<file path="src/rtl/ahb_pkg.sv">
// Shared AHB encodings and the default-slave state type.
package ahb_pkg;

    localparam logic [1:0] HTRANS_IDLE   = 2'b00;
    localparam logic [1:0] HTRANS_BUSY   = 2'b01;
    localparam logic [1:0] HTRANS_NONSEQ = 2'b10;
    localparam logic [1:0] HTRANS_SEQ    = 2'b11;

    localparam logic HRESP_OKAY  = 1'b0;
    localparam logic HRESP_ERROR = 1'b1;

    typedef enum logic [1:0] {
        DS_IDLE = 2'b00,
        DS_ERR1 = 2'b01,
        DS_ERR2 = 2'b10
    } ds_state_t;

endpackage

</file>
<file path="src/rtl/ahb_default_slave.sv">
// Default slave: two-cycle ERROR response for active transfers to unmapped
// regions, plus a saturating count of those errors.
//
// state   | meaning
// DS_IDLE | no error response in progress, zero-wait OKAY
// DS_ERR1 | first ERROR cycle, ready low
// DS_ERR2 | second ERROR cycle, ready high, next address phase accepted
module ahb_default_slave
    import ahb_pkg::*;
(
    input  logic       clk,
    input  logic       rst,
    input  logic       err_start,
    input  logic       err_clr,
    output logic       ready,
    output logic       resp,
    output logic [7:0] err_count
);

    ds_state_t state;
    ds_state_t state_next;

    always_ff @(posedge clk or posedge rst) begin
        if (rst) begin
            state <= DS_IDLE;
        end else begin
            state <= state_next;
        end
    end

    always_comb begin
        state_next = state;
        case (state)
            DS_IDLE: if (err_start) state_next = DS_ERR1;
            DS_ERR1: state_next = DS_ERR2;
            DS_ERR2: state_next = err_start ? DS_ERR1 : DS_IDLE;
            default: state_next = DS_IDLE;
        endcase
    end

    // Outputs kept apart from the next-state logic: err_start is derived from
    // ready at the top level, so mixing them would form a false loop.
    assign ready = (state != DS_ERR1);
    assign resp  = (state == DS_IDLE) ? HRESP_OKAY : HRESP_ERROR;

    // Every ERR1 is followed by ERR2, so counting in ERR1 counts ERR2 entries.
    always_ff @(posedge clk or posedge rst) begin
        if (rst) begin
            err_count <= 8'd0;
        end else if (err_clr) begin
            err_count <= 8'd0;
        end else if (state == DS_ERR1 && err_count != 8'hFF) begin
            err_count <= err_count + 8'd1;
        end
    end

endmodule

</file>
<file path="src/rtl/ahb_interconnect.sv">
// AHB-lite single-master interconnect: region decode, data-phase mux and a
// default slave for unmapped regions.
module ahb_interconnect
    import ahb_pkg::*;
#(
    parameter int WIDTH       = 32,
    parameter int NUM_SLAVES  = 4,
    parameter int REGION_BITS = 4
) (
    input  logic                        HCLK,
    input  logic                        HRESET,
    input  logic [WIDTH-1:0]            HADDR,
    input  logic [1:0]                  HTRANS,
    output logic                        HREADY,
    output logic                        HRESP,
    output logic [WIDTH-1:0]            HRDATA,
    output logic [NUM_SLAVES-1:0]       HSEL,
    input  logic [NUM_SLAVES*WIDTH-1:0] HRDATA_S,
    input  logic [NUM_SLAVES-1:0]       HRESP_S,
    input  logic [NUM_SLAVES-1:0]       HREADYOUT_S,
    input  logic                        ERR_CLR,
    output logic [7:0]                  ERR_COUNT
);

    logic [REGION_BITS-1:0] region;
    logic                   addr_mapped;
    logic                   err_start;
    logic                   ds_ready;
    logic                   ds_resp;
    logic                   sel_active;
    logic                   sel_mapped;
    logic [REGION_BITS-1:0] sel_idx;
    logic                   addr_unused;

    assign region      = HADDR[WIDTH-1 -: REGION_BITS];
    assign addr_mapped = int'(region) < NUM_SLAVES;
    // Only the region bits and HTRANS[1] matter to the interconnect.
    assign addr_unused = ^{HADDR[WIDTH-REGION_BITS-1:0], HTRANS[0]};

    always_comb begin
        HSEL = '0;
        for (int i = 0; i < NUM_SLAVES; i++) begin
            HSEL[i] = (int'(region) == i);
        end
    end

    always_ff @(posedge HCLK or posedge HRESET) begin
        if (HRESET) begin
            sel_active <= 1'b0;
            sel_mapped <= 1'b0;
            sel_idx    <= '0;
        end else if (HREADY) begin
            sel_active <= HTRANS[1];
            sel_mapped <= addr_mapped;
            sel_idx    <= region;
        end
    end

    assign err_start = HREADY && HTRANS[1] && !addr_mapped;

    ahb_default_slave u_default_slave (
        .clk       (HCLK),
        .rst       (HRESET),
        .err_start (err_start),
        .err_clr   (ERR_CLR),
        .ready     (ds_ready),
        .resp      (ds_resp),
        .err_count (ERR_COUNT)
    );

    // An inactive data phase leaves the default slave idle, which already
    // yields the zero-wait OKAY response.
    always_comb begin
        HRDATA = '0;
        HRESP  = ds_resp;
        HREADY = ds_ready;
        if (sel_active && sel_mapped) begin
            for (int i = 0; i < NUM_SLAVES; i++) begin
                if (int'(sel_idx) == i) begin
                    HRDATA = HRDATA_S[i*WIDTH +: WIDTH];
                    HRESP  = HRESP_S[i];
                    HREADY = HREADYOUT_S[i];
                end
            end
        end
    end

endmodule
</file>
<file path="config.mk">
export PLATFORM = sky130hd
export DESIGN_NAME = ahb_interconnect
export DESIGN_NICKNAME = d
export VERILOG_FILES = /design/src/rtl/ahb_pkg.sv /design/src/rtl/ahb_default_slave.sv /design/src/rtl/ahb_interconnect.sv
export SDC_FILE = /design/constraint.sdc
export NUM_CORES = 1
export LEC_CHECK = 0
export BUFFER_PORTS_ARGS = -buffer_cell sky130_fd_sc_hd__buf_2
export CAP_MARGIN = 20
export CORE_AREA = 2 2 84 86
export DETAILED_ROUTE_END_ITERATION = 16
export DIE_AREA = 0 0 86 88
export PLACE_DENSITY = 0.74
export SETUP_SLACK_MARGIN = 0.2
export SLEW_MARGIN = 20
export SYNTH_ARGS = -nofsm -noshare
export SYNTH_HDL_FRONTEND = slang
export SYNTH_SLANG_ARGS = --single-unit
</file>
<file path="constraint.sdc">
create_clock -name HCLK -period 2.9 [get_ports HCLK]
set_input_delay 0.58 -clock HCLK [delete_from_list [all_inputs] [get_ports HCLK]]
set_output_delay 0.58 -clock HCLK [all_outputs]
set_load 0.01 [all_outputs]
</file>
* After elaboration in Yosys (flattened, before gate mapping)
Index checks and enable logic that the tools add are counted.
** Word-level totals
- Output and inout port bits :: 46
- Bits in registers :: 16
- Input port bits :: 173
- Word-level logic and storage cells :: 48
** Operators by class
- Eq/ne operators :: 11
- $lt $le $gt $ge :: 1
- Add/subtract/negate cells :: 1
- Multiplexer cells :: 21
- Reduce and logical (&&, ||, !) cells :: 9
** Operators by type and width (number)
- 32-bit 2-to-1 mux :: 5
- 4-bit by 3-bit equality test with 1-bit output, second input constant :: 4
- 8-bit 2-to-1 mux :: 2
- 1-bit 2-to-1 mux :: 12
- 8-bit by 1-bit adder with 8-bit output, second input constant :: 1
- 4-bit by 2-bit equality test with 1-bit output, second input constant :: 2
- 4-bit zero test :: 2
- 8-bit inequality test, second input constant :: 1
- 2-bit one-hot mux with 3 select lines :: 1
- 1-bit logical AND :: 4
- 4-bit by 3-bit less-than comparator with 1-bit output, second input constant :: 1
- 2-bit by 1-bit inequality test with 1-bit output, second input constant :: 2
- 2-bit by 1-bit equality test with 1-bit output, second input constant :: 1
- 2-bit equality test, second input constant :: 1
- 2-bit zero test :: 1
- 2-bit 2-to-1 mux :: 1
- 2-bit nonzero test :: 1
- 1-bit zero test :: 1

* Depth between registers and ports, before layout
Gate-level depths: netlist of the first run.
- Depth in word-level cells :: 10
- Gate-level depth with buffers :: 6
- Gate-level depth less buffers :: 5

* By module
Synthesis of the first run repeated with hierarchy kept, for this count alone.
** Second synthesis, totals
- Cell total of the unflattened synthesis :: 232
- Area, all modules :: 2057.0 um^2
** By module, submodules not included
- ahb_interconnect :: seq. area each 150.1 um^2, times used 1, cells each 181, area an instance 1539.0 um^2
- ahb_default_slave :: seq. area each 250.2 um^2, times used 1, cells each 51, area an instance 518.0 um^2

* Worst setup path before layout of the first run
OpenSTA, ideal clock, no wires.
- Kind :: register to output
- From :: register sel_idx[0]
- To :: output port HRDATA[10]
- Cell stages (with the launch flop) :: 6
- Required time :: 2.320 ns
- Data arrival time :: 1.401 ns
- Path slack :: 0.919 ns
- Path buffers :: 2
- Path through :: dfrtp_1 buf_4 nand3b_1 buf_2 o22ai_1 nor3_1
** Between the ends
- Word-level cells in the longest chain between the ends :: 6
- Elaborated cells between the ends (all ways) :: 9
- Classes of those cells :: eq/ne: 3; mux: 5; reduce/logical: 1
** RTL lines
- from (decl) :: line ahb_interconnect.sv:32 : logic [REGION_BITS-1:0] sel_idx;
- from (signal assigned) :: line ahb_interconnect.sv:55 : sel_idx <= region;
- 4-bit zero test :: line ahb_interconnect.sv:79 : if (int'(sel_idx) == i) begin
- 32-bit 2-to-1 mux (3 in series) :: line ahb_interconnect.sv:79
- 32-bit 2-to-1 mux (*) :: line ahb_interconnect.sv:79
- 32-bit 2-to-1 mux (*) :: line ahb_interconnect.sv:77 : if (sel_active && sel_mapped) begin
- to (decl) :: line ahb_interconnect.sv:16 : output logic [WIDTH-1:0] HRDATA,
Mark *: on every way between the ends. The rest lies on a longest branch, timed or not.

* Final worst setup path of the first run
- From :: register sel_idx[0]
- To :: output port HREADY
** Between the ends
- Word-level cells in the longest chain between the ends :: 6
- Elaborated cells between the ends (all ways) :: 9
- Classes of those cells :: eq/ne: 3; mux: 5; reduce/logical: 1
** RTL lines
- 4-bit zero test :: line ahb_interconnect.sv:79
- 1-bit 2-to-1 mux (3 in series) :: line ahb_interconnect.sv:79
- 1-bit 2-to-1 mux (*) :: line ahb_interconnect.sv:79
- 1-bit 2-to-1 mux (*) :: line ahb_interconnect.sv:77
- to (decl) :: line ahb_interconnect.sv:14 : output logic HREADY,
Marked as above.

==> impl_results.html, run 1 <==
<table>
<tr><th>Metric</th><th>Value</th></tr>
<tr><th colspan="2">Detailed routing</th></tr>
<tr><td>Iteration-0 DRC Markers</td><td>83</td></tr>
<tr><td>DRC Markers</td><td>0</td></tr>
<tr><td>Via/cell ratio</td><td>5.16</td></tr>
<tr><td>Total Wirelength</td><td>between 7 and 8 mm</td></tr>
<tr><td>Vias</td><td>about 2600</td></tr>
<tr><td>Count of antenna-violating nets left after detailed routing</td><td>0</td></tr>
<tr><td>Average wire per cell in the routed design</td><td>14.8 um</td></tr>
<tr><td>Detailed-router iteration count before antenna repair</td><td>4</td></tr>
<tr><th colspan="2">Pwr</th></tr>
<tr><td>Highest ir drop seen on vdd</td><td>around 0.15 mV</td></tr>
<tr><td>Power Internal</td><td>0.000608 W</td></tr>
<tr><td>P per Cell Area</td><td>313 nW/um^2</td></tr>
<tr><td>Register share of total power</td><td>29.5%</td></tr>
<tr><td>Total net switching power</td><td>0.000317 W</td></tr>
<tr><td>Total power of the final layout</td><td>0.000925 W</td></tr>
<tr><td>Clk pwr share</td><td>21.3%</td></tr>
<tr><td>Switching share of total power</td><td>34.3%</td></tr>
<tr><td>Part of the total power dissipated in combinational logic</td><td>between 40% and 50%</td></tr>
<tr><td>Leak Pwr</td><td>1.59 nW</td></tr>
<tr><th colspan="2">Final layout</th></tr>
<tr><td>Layout area overhead</td><td>56.6%</td></tr>
<tr><td>Final Instance Area</td><td>2960 um^2</td></tr>
<tr><td>Net count, final</td><td>587</td></tr>
<tr><td>Fill cell instance count of the final layout</td><td>686</td></tr>
<tr><td>Layout Cells excl Fill</td><td>just under 500</td></tr>
<tr><td>Ratio of cells with drive above 1 in the final layout</td><td>between 50% and 60%</td></tr>
<tr><th colspan="2">Clock tree</th></tr>
<tr><td>Number of buffers added by the clock tree synthesis step</td><td>3</td></tr>
<tr><td>Clock latency at the later pin of the worst-skew pair</td><td>approximately 250 ps</td></tr>
<tr><td>Maximum level of the CTS H-tree</td><td>1</td></tr>
<tr><td>CTS clock-pin slew for the worst setup and hold paths</td><td>~60 ps</td></tr>
<tr><td>CTS tree</td><td>yes</td></tr>
<tr><td>Count of clock tree sinks</td><td>16</td></tr>
<tr><td>Maximum root-to-sink buffer count</td><td>2</td></tr>
<tr><td>Clock tree root driver cell</td><td>clkbuf_8</td></tr>
<tr><td>CTS Hold Buffers Added</td><td>0</td></tr>
<tr><th colspan="2">STA</th></tr>
<tr><td>Clock tree skew after final layout</td><td>0.921 ps</td></tr>
<tr><td>Period utilisation layout</td><td>86.5%</td></tr>
<tr><td>Final-report hold violation count</td><td>0</td></tr>
<tr><td>Final Max Slew Viols</td><td>0</td></tr>
<tr><td>Slew at the pin with the worst max-slew slack</td><td>616 ps</td></tr>
<tr><td>Final min period</td><td>2510 ps</td></tr>
<tr><td>Minimum hold slack</td><td>396 ps</td></tr>
<tr><td>Setup violation total in the final timing report</td><td>0</td></tr>
<tr><td>Setup TNS</td><td>0 ps</td></tr>
<tr><td>Remaining max-slew budget at the tightest pin</td><td>58.9%</td></tr>
<tr><td>Max Fclk</td><td>0.399 GHz</td></tr>
<tr><td>Unrepaired setup endpoints after global routing</td><td>no</td></tr>
<tr><th colspan="2">Logic synthesis</th></tr>
<tr><td>Async SR Flop Fraction</td><td>100%</td></tr>
<tr><td>Average footprint of a synthesized cell</td><td>8.18 um^2</td></tr>
<tr><td>Post-synthesis instance total</td><td>231</td></tr>
<tr><td>Part of the Yosys area used for sequential elements</td><td>approximately a fifth</td></tr>
<tr><td>Post-synth EDFFs</td><td>0</td></tr>
<tr><td>Main synth FF type</td><td>dfrtp_1</td></tr>
<tr><td>Synthesized Nets</td><td>405</td></tr>
<tr><td>Cell variety after synth</td><td>40</td></tr>
<tr><td>Yosys warning total</td><td>0</td></tr>
<tr><td>#FFs+latches synth</td><td>16</td></tr>
<tr><td>Post-synthesis instance area</td><td>1890 um^2</td></tr>
<tr><td>Count leader, synth</td><td>nor2_1</td></tr>
<tr><td>Area share of the largest cell type after synthesis</td><td>21.2%</td></tr>
<tr><td>Dominant cell type by area after synthesis</td><td>dfrtp_1</td></tr>
<tr><td>Top cells by area, synth</td><td>dfrtp_1 (21%), mux2_2 (16%), o22ai_1 (9.3%), nor3_1 (8.2%), nor2_1 (7.7%)</td></tr>
<tr><td>Post-synth top cells</td><td>nor2_1 (39), nor3_1 (31), o22ai_1 (28)</td></tr>
<tr><th colspan="2">Placement</th></tr>
<tr><td>Post-detailed-placement half-perimeter wirelength</td><td>6.01 mm</td></tr>
<tr><td>Routability-driven placement congestion ratio</td><td>approximately 0.9</td></tr>
<tr><td>Count of buffers from port buffering</td><td>189</td></tr>
<tr><td>Number of instances in the placed design</td><td>487</td></tr>
<tr><td>Post-placement cell area</td><td>2880 um^2</td></tr>
<tr><th colspan="2">Worst setup path</th></tr>
<tr><td>Endpoint of the most critical register-to-register path</td><td>sel_idx[0]</td></tr>
<tr><td>Worst R2R Path Depth</td><td>4</td></tr>
<tr><td>Start-to-end type of the worst setup path</td><td>reg2out</td></tr>
<tr><td>Setup crit start kind</td><td>flop</td></tr>
<tr><td>Startpoint of the worst-slack reg-to-reg timing path</td><td>sel_idx[0]</td></tr>
<tr><td>CP Capture Type</td><td>output port</td></tr>
<tr><td>Critical path fanouts, max</td><td>12</td></tr>
<tr><td>Setup slack of the most critical reg-to-reg path</td><td>980 ps</td></tr>
<tr><td>Arr. time, crit path</td><td>slightly below 2000 ps</td></tr>
<tr><td>Data required time at the worst endpoint</td><td>2320 ps</td></tr>
<tr><th colspan="2">Global routing</th></tr>
<tr><td>Total GRT Usage</td><td>between 10% and 20%</td></tr>
<tr><td>Vias in the first global route</td><td>2499</td></tr>
<tr><td>Total congestion overflow</td><td>0</td></tr>
<tr><td>Wire length of the first global-routing pass</td><td>11.4 mm</td></tr>
<tr><td>Initial antenna violation count</td><td>2</td></tr>
<tr><td>Maximum number of pins on one net before global-route repair</td><td>28</td></tr>
<tr><th colspan="2">Floorplan</th></tr>
<tr><td>Cell row count</td><td>30</td></tr>
<tr><td>Count of boundary I/O pins</td><td>219</td></tr>
<tr><td>Total core area</td><td>6640 um^2</td></tr>
<tr><td>Starting density of the core</td><td>28.4%</td></tr>
<tr><td>Die outline width</td><td>around 86 um</td></tr>
<tr><td>Height of the die</td><td>88 um</td></tr>
<tr><td>Die Footprint</td><td>7570 um^2</td></tr>
<tr><th colspan="2">Job</th></tr>
<tr><td># Max-Cap Violations</td><td>0</td></tr>
<tr><th colspan="2">Hold path</th></tr>
<tr><td>Type of the most critical hold path</td><td>in2async</td></tr>
<tr><th colspan="2">Status</th></tr>
<tr><td>Outcome</td><td>complete, no violations</td></tr>
</table>
==> through the flow <==
stage	setup slack [ps]	utilization, %
4_1_cts	257	44.2
5_1_grt	290	44.5
3_3_place_gp	459	43.3
6_report	392	44.5
3_5_place_dp	398	43.3
2_1_floorplan	919	-
==> registers in the layout, summed over array words and instances, names as in the netlist <==
register and flops:
u_default_slave.err_count 8, sel_idx 4, sel_mapped 1, u_default_slave.state 2, sel_active 1
==> worst max-delay path: stages, from the launching register on <==
cell and delay [ps]:
dfrtp_4 580, a211o_1 330, a22oi_2 170, a31o_1 390
buf_2 200
==> timing repair <==
| action | CTS | global route |
|---|---|---|
| buffers inserted | 0 | 1 |
| pin swaps | 0 | 0 |
| endpoints found under the setup margin | 2 | 13 |
| resized for setup | 1 | 1 |
==> how the worst max path moves through the flow <==
| stage | slack (ps) | start | end |
|---|---|---|---|
| CTS | 260 | sel_idx[0] | HREADY |
| global placement | 460 | sel_idx[0] | HREADY |
| detailed placement | 400 | sel_idx[0] | HREADY |
| floorplan | 920 | sel_idx[0] | HRDATA[10] |
| finish | 390 | sel_idx[0] | HREADY |
| global route | 290 | sel_idx[0] | HREADY |
==> metal layers <==
metal / track usage, % / wire length, um
met1: 22.4 / 2930
met2: 32.2 / 3600
met3: 5.47 / 683
met4: 4.91 / 114
met5: 0 / 0
==> power by group through the flow <==
stage | clock network (W) | logic, W | registers [W]
2_1_floorplan | 0 | 0.000294 | 0.000263
3_3_place_gp | 0 | 0.000433 | 0.000281
3_5_place_dp | 0 | 0.000442 | 0.000282
4_1_cts | 0.000202 | 0.000444 | 0.000279
5_1_grt | 0.000214 | 0.000496 | 0.000278
6_report | 0.000197 | 0.000455 | 0.000273
==> cell usage in the layout, fill, tap and decap left out, types with 2 or more instances in the layout <==
master    Yosys  routed
a211oi_1      2       2
a21oi_1       5       5
a22o_1        2       2
and2_1        2       2
and3_1        6       6
and4b_1       2       2
buf_2         7     189
buf_4         2       6
clkbuf_8      0       4
dfrtp_1      16      15
diode_2       0       2
mux2_2       27      27
mux2_4        4       4
mux2i_1       5       5
mux4_2        5       5
nand2_1       7       7
nand2b_1      2       2
nand3_1       6       6
nand3b_1      2       2
nand4_1       2       2
nor2_1       39      39
nor3_1       31      31
nor4b_1       2       2
o22ai_1      28      28
o31ai_1       2       2
xor2_1        2       2
==> logic make-up after synthesis <==
group	count (synthesis)	share of synthesized area, %
adder cells (fa/ha/maj)	1	0.662
buffers and inverters	20	5.63
AND/OR/NAND/NOR	106	27.9
multiplexers	41	27.9
AO/OA/AOI/OAI	45	15.8
flip-flops	16	21.2
XOR/XNOR	2	0.927
==> final cells by class <==
type,count,area [um^2],area share [%]
tap,80,100,3.38
clock buffer,4,55.1,1.86
inverter,1,3.75,0.127
timing repair buffer,196,1000,33.9
antenna,2,5.00,0.169
multi-input combinational,195,1390,46.9
sequential,16,404,13.7
(Power assumes the default switching activity.)
==> inputs of run 2 (changes only) <==
--- a/config.mk
+++ b/config.mk
@@ -11,7 +11,7 @@
 export DETAILED_ROUTE_END_ITERATION = 16
 export DIE_AREA = 0 0 86 88
 export PLACE_DENSITY = 0.74
-export SETUP_SLACK_MARGIN = 0.2
+export REMOVE_ABC_BUFFERS = 1
 export SLEW_MARGIN = 20
 export SYNTH_ARGS = -nofsm -noshare
 export SYNTH_HDL_FRONTEND = slang
==> impl_results.html, run 2 (synthesis gave the netlist of run 1 again) <==
<table>
<tr><th>Metric</th><th>Value</th></tr>
<tr><th colspan="2">Status</th></tr>
<tr><td>Outcome</td><td>complete, no violations</td></tr>
<tr><th colspan="2">Pwr</th></tr>
<tr><td>P per Cell Area</td><td>312 nW/um^2 (-0.20%)</td></tr>
<tr><td>Power Internal</td><td>0.000606 W (-0.30%)</td></tr>
<tr><td>Register share of total power</td><td>28.5% (-1.0 points)</td></tr>
<tr><td>Clk pwr share</td><td>21.7% (+0.4 points)</td></tr>
<tr><td>Total net switching power</td><td>0.000319 W (+0.59%)</td></tr>
<tr><td>Highest ir drop seen on vdd</td><td>0.168 mV (+14%)</td></tr>
<tr><td>Leak Pwr</td><td>1.59 nW (+0.31%)</td></tr>
<tr><td>Switching share of total power</td><td>34.5% (+0.20 points)</td></tr>
<tr><td>Part of the total power dissipated in combinational logic</td><td>49.8% (+0.6 points)</td></tr>
<tr><th colspan="2">Final layout</th></tr>
<tr><td>Fill cell instance count of the final layout</td><td>656 (-4.4%)</td></tr>
<tr><td>Register with the highest flop count</td><td>u_default_slave.err_count</td></tr>
<tr><td>Top library cells by usage in the layout, fill and taps aside</td><td>buf_2 (189), nor2_1 (39), nor3_1 (31)</td></tr>
<tr><td>Ratio of cells with drive above 1 in the final layout</td><td>58.3% (unchanged)</td></tr>
<tr><td>Final Instance Area</td><td>2960 um^2 (+0.21%)</td></tr>
<tr><td>Max reg flops</td><td>8 (unchanged)</td></tr>
<tr><td>Layout area overhead</td><td>56.9%</td></tr>
<tr><td>Net count, final</td><td>587 (unchanged)</td></tr>
<tr><td>Most common cell after layout, fill and taps aside</td><td>buf_2</td></tr>
<tr><td>Area of the multi-input gates</td><td>1390 um^2 (-0.18%)</td></tr>
<tr><td>Area occupied by registers</td><td>402 um^2 (-0.62%)</td></tr>
<tr><td>Registers with the most flip-flops</td><td>u_default_slave.err_count: 8 flops, sel_idx: 4 flops, u_default_slave.state: 2 flops</td></tr>
<tr><th colspan="2">Worst setup path</th></tr>
<tr><td>Max incr delay on CP</td><td>410 ps (-170 ps)</td></tr>
<tr><td>Endpoint of the most critical register-to-register path</td><td>sel_idx[1]</td></tr>
<tr><td>Startpoint of the worst-slack reg-to-reg timing path</td><td>sel_idx[1]</td></tr>
<tr><td>Arr. time, crit path</td><td>1940 ps (about the same)</td></tr>
<tr><td>Worst R2R Path Depth</td><td>5 (+1)</td></tr>
<tr><td>Setup crit start kind</td><td>flop</td></tr>
<tr><td>Critical path fanouts, max</td><td>18 (+6)</td></tr>
<tr><td>CP Capture Type</td><td>output port</td></tr>
<tr><td>Slowest stage cell, crit path</td><td>a31o_1</td></tr>
<tr><td>Cell chain of the critical path</td><td>buf_4 &gt; a211o_1 &gt; a22oi_2 &gt; a31o_1 &gt; buf_2</td></tr>
<tr><td>Data required time at the worst endpoint</td><td>2320 ps (about the same)</td></tr>
<tr><td>Setup slack of the most critical reg-to-reg path</td><td>970 ps (about the same)</td></tr>
<tr><td>Start-to-end type of the worst setup path</td><td>reg2out</td></tr>
<tr><th colspan="2">STA</th></tr>
<tr><td>Unrepaired setup endpoints after global routing</td><td>no</td></tr>
<tr><td>Final-report hold violation count</td><td>0 (unchanged)</td></tr>
<tr><td>Clock tree skew after final layout</td><td>3.58 ps (+2.66 ps)</td></tr>
<tr><td>Setup slack after layout</td><td>377 ps (-15.4 ps)</td></tr>
<tr><td>Final min period</td><td>2520 ps (+15.4 ps)</td></tr>
<tr><td>Setup violation total in the final timing report</td><td>0 (unchanged)</td></tr>
<tr><td>Slew at the pin with the worst max-slew slack</td><td>605 ps (-11.1 ps)</td></tr>
<tr><td>Max Fclk</td><td>0.396 GHz (-0.61%)</td></tr>
<tr><td>Final Max Slew Viols</td><td>0 (unchanged)</td></tr>
<tr><td>Remaining max-slew budget at the tightest pin</td><td>59.6% (+0.74 points)</td></tr>
<tr><td>Period utilisation layout</td><td>87.0% (+0.53 points)</td></tr>
<tr><th colspan="2">Placement</th></tr>
<tr><td>Post-detailed-placement half-perimeter wirelength</td><td>6.59 mm (+9.7%)</td></tr>
<tr><td>Count of buffers from port buffering</td><td>189 (unchanged)</td></tr>
<tr><td>Routability-driven placement congestion ratio</td><td>0.859 (-3.5%)</td></tr>
<tr><td>Worst setup slack after placement</td><td>479 ps (+81.5 ps)</td></tr>
<tr><td>Post-placement cell area</td><td>2900 um^2 (+0.70%)</td></tr>
<tr><th colspan="2">Clock tree</th></tr>
<tr><td>CTS Hold Buffers Added</td><td>0 (unchanged)</td></tr>
<tr><td>CTS tree</td><td>yes</td></tr>
<tr><td>Maximum root-to-sink buffer count</td><td>2 (unchanged)</td></tr>
<tr><td>Number of buffers added by the clock tree synthesis step</td><td>3 (unchanged)</td></tr>
<tr><td>Maximum level of the CTS H-tree</td><td>1 (unchanged)</td></tr>
<tr><td>CTS clock-pin slew for the worst setup and hold paths</td><td>70 ps (about the same)</td></tr>
<tr><td>Clock tree root driver cell</td><td>clkbuf_8</td></tr>
<tr><td>Clock latency at the later pin of the worst-skew pair</td><td>250 ps (about the same)</td></tr>
<tr><td>Count of clock tree sinks</td><td>16 (unchanged)</td></tr>
<tr><th colspan="2">Global routing</th></tr>
<tr><td>Wire length of the first global-routing pass</td><td>12.3 mm (+8.1%)</td></tr>
<tr><td>Maximum number of pins on one net before global-route repair</td><td>28 (unchanged)</td></tr>
<tr><td>Initial antenna violation count</td><td>0 (-2)</td></tr>
<tr><td>Total GRT Usage</td><td>20.6% (+2.1 points)</td></tr>
<tr><td>Total congestion overflow</td><td>0 (unchanged)</td></tr>
<tr><td>Vias in the first global route</td><td>2474 (-1.0%)</td></tr>
<tr><th colspan="2">Floorplan</th></tr>
<tr><td>Count of boundary I/O pins</td><td>219 (unchanged)</td></tr>
<tr><td>Height of the die</td><td>88 um (unchanged)</td></tr>
<tr><td>Cell row count</td><td>30 (unchanged)</td></tr>
<tr><td>Starting density of the core</td><td>28.4% (unchanged)</td></tr>
<tr><td>Total core area</td><td>6640 um^2 (unchanged)</td></tr>
<tr><td>Die outline width</td><td>86 um (unchanged)</td></tr>
<tr><td>Die Footprint</td><td>7570 um^2 (unchanged)</td></tr>
<tr><th colspan="2">Detailed routing</th></tr>
<tr><td>Total Wirelength</td><td>7.99 mm (+9.0%)</td></tr>
<tr><td>Count of antenna-violating nets left after detailed routing</td><td>0 (unchanged)</td></tr>
<tr><td>Detailed-router iteration count before antenna repair</td><td>4 (unchanged)</td></tr>
<tr><td>Average wire per cell in the routed design</td><td>16.1 um (+8.8%)</td></tr>
<tr><td>Iteration-0 DRC Markers</td><td>112 (+35%)</td></tr>
<tr><td>DRC Markers</td><td>0 (unchanged)</td></tr>
<tr><td>Vias</td><td>2488 (-2.5%)</td></tr>
<tr><td>Via/cell ratio</td><td>5.03 (-2.7%)</td></tr>
<tr><th colspan="2">Job</th></tr>
<tr><td># Max-Cap Violations</td><td>0 (unchanged)</td></tr>
<tr><th colspan="2">Hold path</th></tr>
<tr><td>Type of the most critical hold path</td><td>in2async</td></tr>
</table>
-- run 2: cell count changes in the layout (fill, tap and decap cells not counted), sizes merged --
cell / delta
diode: +1
-- run 2: worst max path at each step --
stage | start | endpoint | slack [ps] | cells after the start
5_1_grt | sel_idx[2] | HRDATA[0] | 190 | 5
3_3_place_gp | sel_idx[2] | HRDATA[0] | 510 | 5
4_1_cts | sel_idx[2] | HRDATA[0] | 200 | 5
6_report | sel_idx[1] | HREADY | 380 | 5
3_5_place_dp | sel_idx[2] | HRDATA[0] | 480 | 5
2_1_floorplan | sel_idx[0] | HREADY | -350 | 3
-- run 2: final cells by class --
class	instances	area share (%)
multi-input combinational	195	46.7
sequential	16	13.6
tap	80	3.38
timing repair buffer	196	34.1
antenna	3	0.253
inverter	1	0.127
clock buffer	4	1.86
-- run 2: critical path: cells and delay by family, from the launching register on --
family	cells	cell delay [ps]
AOI/OAI and AO/OA	3	870
buffers and inverters	2	420
DFF	1	400
-- run 2: layer usage --
| layer | global-route usage (%) | wire length (um) | vias up |
|---|---|---|---|
| met4 | 1.59 | 0 | 0 |
| met1 | 28.2 | 3570 | 1127 |
| met5 | 0 | 0 | - |
| li1 | - | - | 1247 |
| met3 | 4.81 | 683 | 0 |
| met2 | 34.7 | 3740 | 114 |
-- run 2: repair_timing --
item / 4_1_cts / 5_1_grt
resized for setup: 0 / 1
setup buffers: 0 / 0
hold endpoints to repair: 0 / 0
endpoints found under the setup margin: 0 / 1
-- run 2: power groups by stage --
stage               Sequential (W)  Clock [W]  Combinational [W]
global placement          0.000267          0           0.000451
finish                    0.000264   0.000200           0.000461
floorplan                 0.000295          0           0.000238
CTS                       0.000264   0.000202           0.000461
detailed placement        0.000268          0           0.000458
global route              0.000266   0.000213           0.000503
-- run 2: stage by stage --
stage,hold WS [ps],cells,TNS [ps],utilization (%),power (W)
5_1_grt,443,492,0,44.5,0.000982
4_1_cts,420,492,0,44.5,0.000927
2_1_floorplan,457,212,-2980,-,0.000533
6_report,388,495,0,44.6,0.000925
3_5_place_dp,504,488,0,43.6,0.000726
3_3_place_gp,500,488,0,43.6,0.000718
==> inputs of run 3 (changes only) <==
--- a/config.mk
+++ b/config.mk
@@ -7,10 +7,10 @@
 export LEC_CHECK = 0
 export BUFFER_PORTS_ARGS = -buffer_cell sky130_fd_sc_hd__buf_2
 export CAP_MARGIN = 20
-export CORE_AREA = 2 2 84 86
+export CORE_MARGIN = 8
+export CORE_UTILIZATION = 37
 export DETAILED_ROUTE_END_ITERATION = 16
-export DIE_AREA = 0 0 86 88
-export PLACE_DENSITY = 0.74
+export PLACE_DENSITY = 0.92
 export REMOVE_ABC_BUFFERS = 1
 export SLEW_MARGIN = 20
 export SYNTH_ARGS = -nofsm -noshare
==> impl_results.html, run 3 (synthesis gave the netlist of run 1 again) <==
<table>
<tr><th>Metric</th><th>Value</th></tr>
<tr><th colspan="2">Clock tree</th></tr>
<tr><td>Post-cts gate resize count</td><td>0 (unchanged)</td></tr>
<tr><td>Count of clock tree sinks</td><td>16 (unchanged)</td></tr>
<tr><td>Clock tree root driver cell</td><td>clkbuf_8</td></tr>
<tr><td>CTS clock-pin slew for the worst setup and hold paths</td><td>60 ps (about the same)</td></tr>
<tr><td>Clock latency at the later pin of the worst-skew pair</td><td>250 ps (about the same)</td></tr>
<tr><td>Number of buffers added by the clock tree synthesis step</td><td>3 (unchanged)</td></tr>
<tr><td>CTS Hold Buffers Added</td><td>0 (unchanged)</td></tr>
<tr><td>Number of setup buffers added after CTS</td><td>0 (unchanged)</td></tr>
<tr><td>Maximum level of the CTS H-tree</td><td>1 (unchanged)</td></tr>
<tr><td>Maximum root-to-sink buffer count</td><td>2 (unchanged)</td></tr>
<tr><td>CTS tree</td><td>yes</td></tr>
<tr><th colspan="2">Global routing</th></tr>
<tr><td>Maximum number of pins on one net before global-route repair</td><td>30 (+7.1%)</td></tr>
<tr><td>Total congestion overflow</td><td>0 (unchanged)</td></tr>
<tr><td>Total GRT Usage</td><td>21.6% (+0.98 points)</td></tr>
<tr><td>Initial antenna violation count</td><td>1 (+1)</td></tr>
<tr><td>Vias in the first global route</td><td>2697 (+9.0%)</td></tr>
<tr><td>Wire length of the first global-routing pass</td><td>13.1 mm (+6.1%)</td></tr>
<tr><th colspan="2">Job</th></tr>
<tr><td># Max-Cap Violations</td><td>0 (unchanged)</td></tr>
<tr><th colspan="2">Placement</th></tr>
<tr><td>Count of buffers from port buffering</td><td>189 (unchanged)</td></tr>
<tr><td>Routability-driven placement congestion ratio</td><td>0.842 (-2.0%)</td></tr>
<tr><td>Worst setup slack after placement</td><td>531 ps (+51.2 ps)</td></tr>
<tr><td>Post-placement cell area</td><td>2880 um^2 (-0.69%)</td></tr>
<tr><td>Post-detailed-placement half-perimeter wirelength</td><td>7.44 mm (+13%)</td></tr>
<tr><th colspan="2">Floorplan</th></tr>
<tr><td>Die outline width</td><td>87.5 um (+1.7%)</td></tr>
<tr><td>Die Footprint</td><td>7650 um^2 (+1.1%)</td></tr>
<tr><td>Count of boundary I/O pins</td><td>219 (unchanged)</td></tr>
<tr><td>Starting density of the core</td><td>37.7% (+9.3 points)</td></tr>
<tr><td>Cell row count</td><td>26 (-13%)</td></tr>
<tr><td>Total core area</td><td>5010 um^2 (-25%)</td></tr>
<tr><td>Height of the die</td><td>87.5 um (-0.61%)</td></tr>
<tr><th colspan="2">Worst setup path</th></tr>
<tr><td>Worst R2R Path Depth</td><td>4 (-1)</td></tr>
<tr><td>Setup crit start kind</td><td>flop</td></tr>
<tr><td>Critical path fanouts, max</td><td>23 (+5)</td></tr>
<tr><td>Start-to-end type of the worst setup path</td><td>reg2out</td></tr>
<tr><td>Data required time at the worst endpoint</td><td>2320 ps (about the same)</td></tr>
<tr><td>Max incr delay on CP</td><td>710 ps (+300 ps)</td></tr>
<tr><td>Startpoint of the worst-slack reg-to-reg timing path</td><td>sel_idx[0]</td></tr>
<tr><td>Slowest stage cell, crit path</td><td>dfrtp_2</td></tr>
<tr><td>Setup slack of the most critical reg-to-reg path</td><td>880 ps (-90 ps)</td></tr>
<tr><td>Arr. time, crit path</td><td>2030 ps (+90 ps)</td></tr>
<tr><td>Cell chain of the critical path</td><td>buf_12 &gt; mux4_2 &gt; and3_1 &gt; buf_2</td></tr>
<tr><td>Launching element of the worst setup path</td><td>sel_idx[0]</td></tr>
<tr><td>CP Capture Type</td><td>output port</td></tr>
<tr><th colspan="2">Final layout</th></tr>
<tr><td>Layout area overhead</td><td>55.0%</td></tr>
<tr><td>Ratio of cells with drive above 1 in the final layout</td><td>57.7% (-0.59 points)</td></tr>
<tr><td>Top library cells by usage in the layout, fill and taps aside</td><td>buf_2 (189), nor2_1 (39), nor3_1 (31)</td></tr>
<tr><td>Final Instance Area</td><td>2930 um^2 (-1.2%)</td></tr>
<tr><td>Most common cell after layout, fill and taps aside</td><td>buf_2</td></tr>
<tr><td>Registers with the most flip-flops</td><td>u_default_slave.err_count: 8 flops, sel_idx: 4 flops, u_default_slave.state: 2 flops</td></tr>
<tr><td>Max reg flops</td><td>8 (unchanged)</td></tr>
<tr><td>Net count, final</td><td>586 (-0.17%)</td></tr>
<tr><td>Register with the highest flop count</td><td>u_default_slave.err_count</td></tr>
<tr><th colspan="2">Detailed routing</th></tr>
<tr><td>Vias</td><td>2627 (+5.6%)</td></tr>
<tr><td>Iteration-0 DRC Markers</td><td>162 (+45%)</td></tr>
<tr><td>Count of antenna-violating nets left after detailed routing</td><td>0 (unchanged)</td></tr>
<tr><td>Total Wirelength</td><td>8.96 mm (+12%)</td></tr>
<tr><td>Average wire per cell in the routed design</td><td>18.6 um (+15%)</td></tr>
<tr><td>Detailed-router iteration count before antenna repair</td><td>5 (+1)</td></tr>
<tr><td>DRC Markers</td><td>0 (unchanged)</td></tr>
<tr><td>Via/cell ratio</td><td>5.44 (+8.2%)</td></tr>
<tr><th colspan="2">STA</th></tr>
<tr><td>Final-report hold violation count</td><td>0 (unchanged)</td></tr>
<tr><td>Slew at the pin with the worst max-slew slack</td><td>628 ps (+22.9 ps)</td></tr>
<tr><td>Clock tree skew after final layout</td><td>1.30 ps (-2.28 ps)</td></tr>
<tr><td>Minimum hold slack</td><td>410 ps (+21.4 ps)</td></tr>
<tr><td>Setup violation total in the final timing report</td><td>0 (unchanged)</td></tr>
<tr><td>Final min period</td><td>2610 ps (+84.5 ps)</td></tr>
<tr><td>Unrepaired setup endpoints after global routing</td><td>no</td></tr>
<tr><td>Final Max Slew Viols</td><td>0 (unchanged)</td></tr>
<tr><td>Setup slack after layout</td><td>292 ps (-84.5 ps)</td></tr>
<tr><td>Period utilisation layout</td><td>89.9% (+2.9 points)</td></tr>
<tr><td>Setup TNS</td><td>0 ps (unchanged)</td></tr>
<tr><td>Max Fclk</td><td>0.383 GHz (-3.2%)</td></tr>
<tr><td>Remaining max-slew budget at the tightest pin</td><td>58.1% (-1.5 points)</td></tr>
<tr><th colspan="2">Hold path</th></tr>
<tr><td>Type of the most critical hold path</td><td>in2async</td></tr>
<tr><th colspan="2">Pwr</th></tr>
<tr><td>P per Cell Area</td><td>307 nW/um^2 (-1.6%)</td></tr>
<tr><td>Total net switching power</td><td>0.000316 W (-0.86%)</td></tr>
<tr><td>Leak Pwr</td><td>1.58 nW (-0.84%)</td></tr>
<tr><td>Total power of the final layout</td><td>0.000900 W (-2.7%)</td></tr>
<tr><td>Clk pwr share</td><td>19.1% (-2.6 points)</td></tr>
<tr><td>Switching share of total power</td><td>35.1% (+0.66 points)</td></tr>
<tr><td>Power Internal</td><td>0.000584 W (-3.7%)</td></tr>
<tr><td>Highest ir drop seen on vdd</td><td>0.153 mV (-8.9%)</td></tr>
<tr><td>Register share of total power</td><td>31.1% (+2.6 points)</td></tr>
<tr><td>Part of the total power dissipated in combinational logic</td><td>49.8% (about the same)</td></tr>
<tr><th colspan="2">Status</th></tr>
<tr><td>Outcome</td><td>complete, no violations</td></tr>
</table>
## run 3: cell types whose count changed in the layout (fill, tap and decap cells not counted), sizes merged
cell and change:
buf -1, diode -1
## run 3: worst paths after layout
kind	end
worst min-delay path	u_default_slave.err_count[7]
worst min register to register	u_default_slave.state[0]
min in group HCLK	u_default_slave.state[0]
worst max-delay path	HRDATA[26]
worst max register to register	sel_idx[0]
max in group asynchronous	sel_idx[0]
## run 3: critical path, delay by kind of cell (launching register included)
family | cells | cell delay (ps)
and+or+nand+nor | 1 | 190
DFF | 1 | 710
buffers and inverters | 2 | 370
muxes | 1 | 500
## run 3: layout make-up
class                           count  area, um^2
Fill cell                         465        2080
Multi-Input combinational cell    195        1380
Timing Repair Buffer              195        1000
Sequential cell                    16         402
Tap cell                           70        87.6
Clock buffer                        4        45.0
Antenna cell                        2        5.00
Inverter                            1        3.75
## run 3: power by group through the flow
stage | combinational, W | clock [W] | sequential, W
5_1_grt | 0.000484 | 0.000182 | 0.000285
6_report | 0.000448 | 0.000172 | 0.000280
2_1_floorplan | 0.000238 | 0 | 0.000295
3_3_place_gp | 0.000431 | 0 | 0.000281
4_1_cts | 0.000447 | 0.000176 | 0.000280
3_5_place_dp | 0.000444 | 0 | 0.000284
## run 3: stage by stage
| step | utilization (%) | std cells |
|---|---|---|
| finish | 58.5 | 483 |
| global route | 58.4 | 482 |
| CTS | 58.4 | 481 |
| detailed placement | 57.5 | 477 |
| global placement | 57.5 | 477 |
| floorplan | - | 212 |
## run 3: metal layers
| metal | track usage, % | part of all wire [%] | up-vias |
|---|---|---|---|
| li1 | - | - | 1241 |
| met1 | 26.0 | 40 | 1214 |
| met2 | 37.3 | 48 | 164 |
| met3 | 6.23 | 12 | 8 |
| met4 | 3.59 | 0.41 | 0 |
| met5 | 0 | 0 | - |
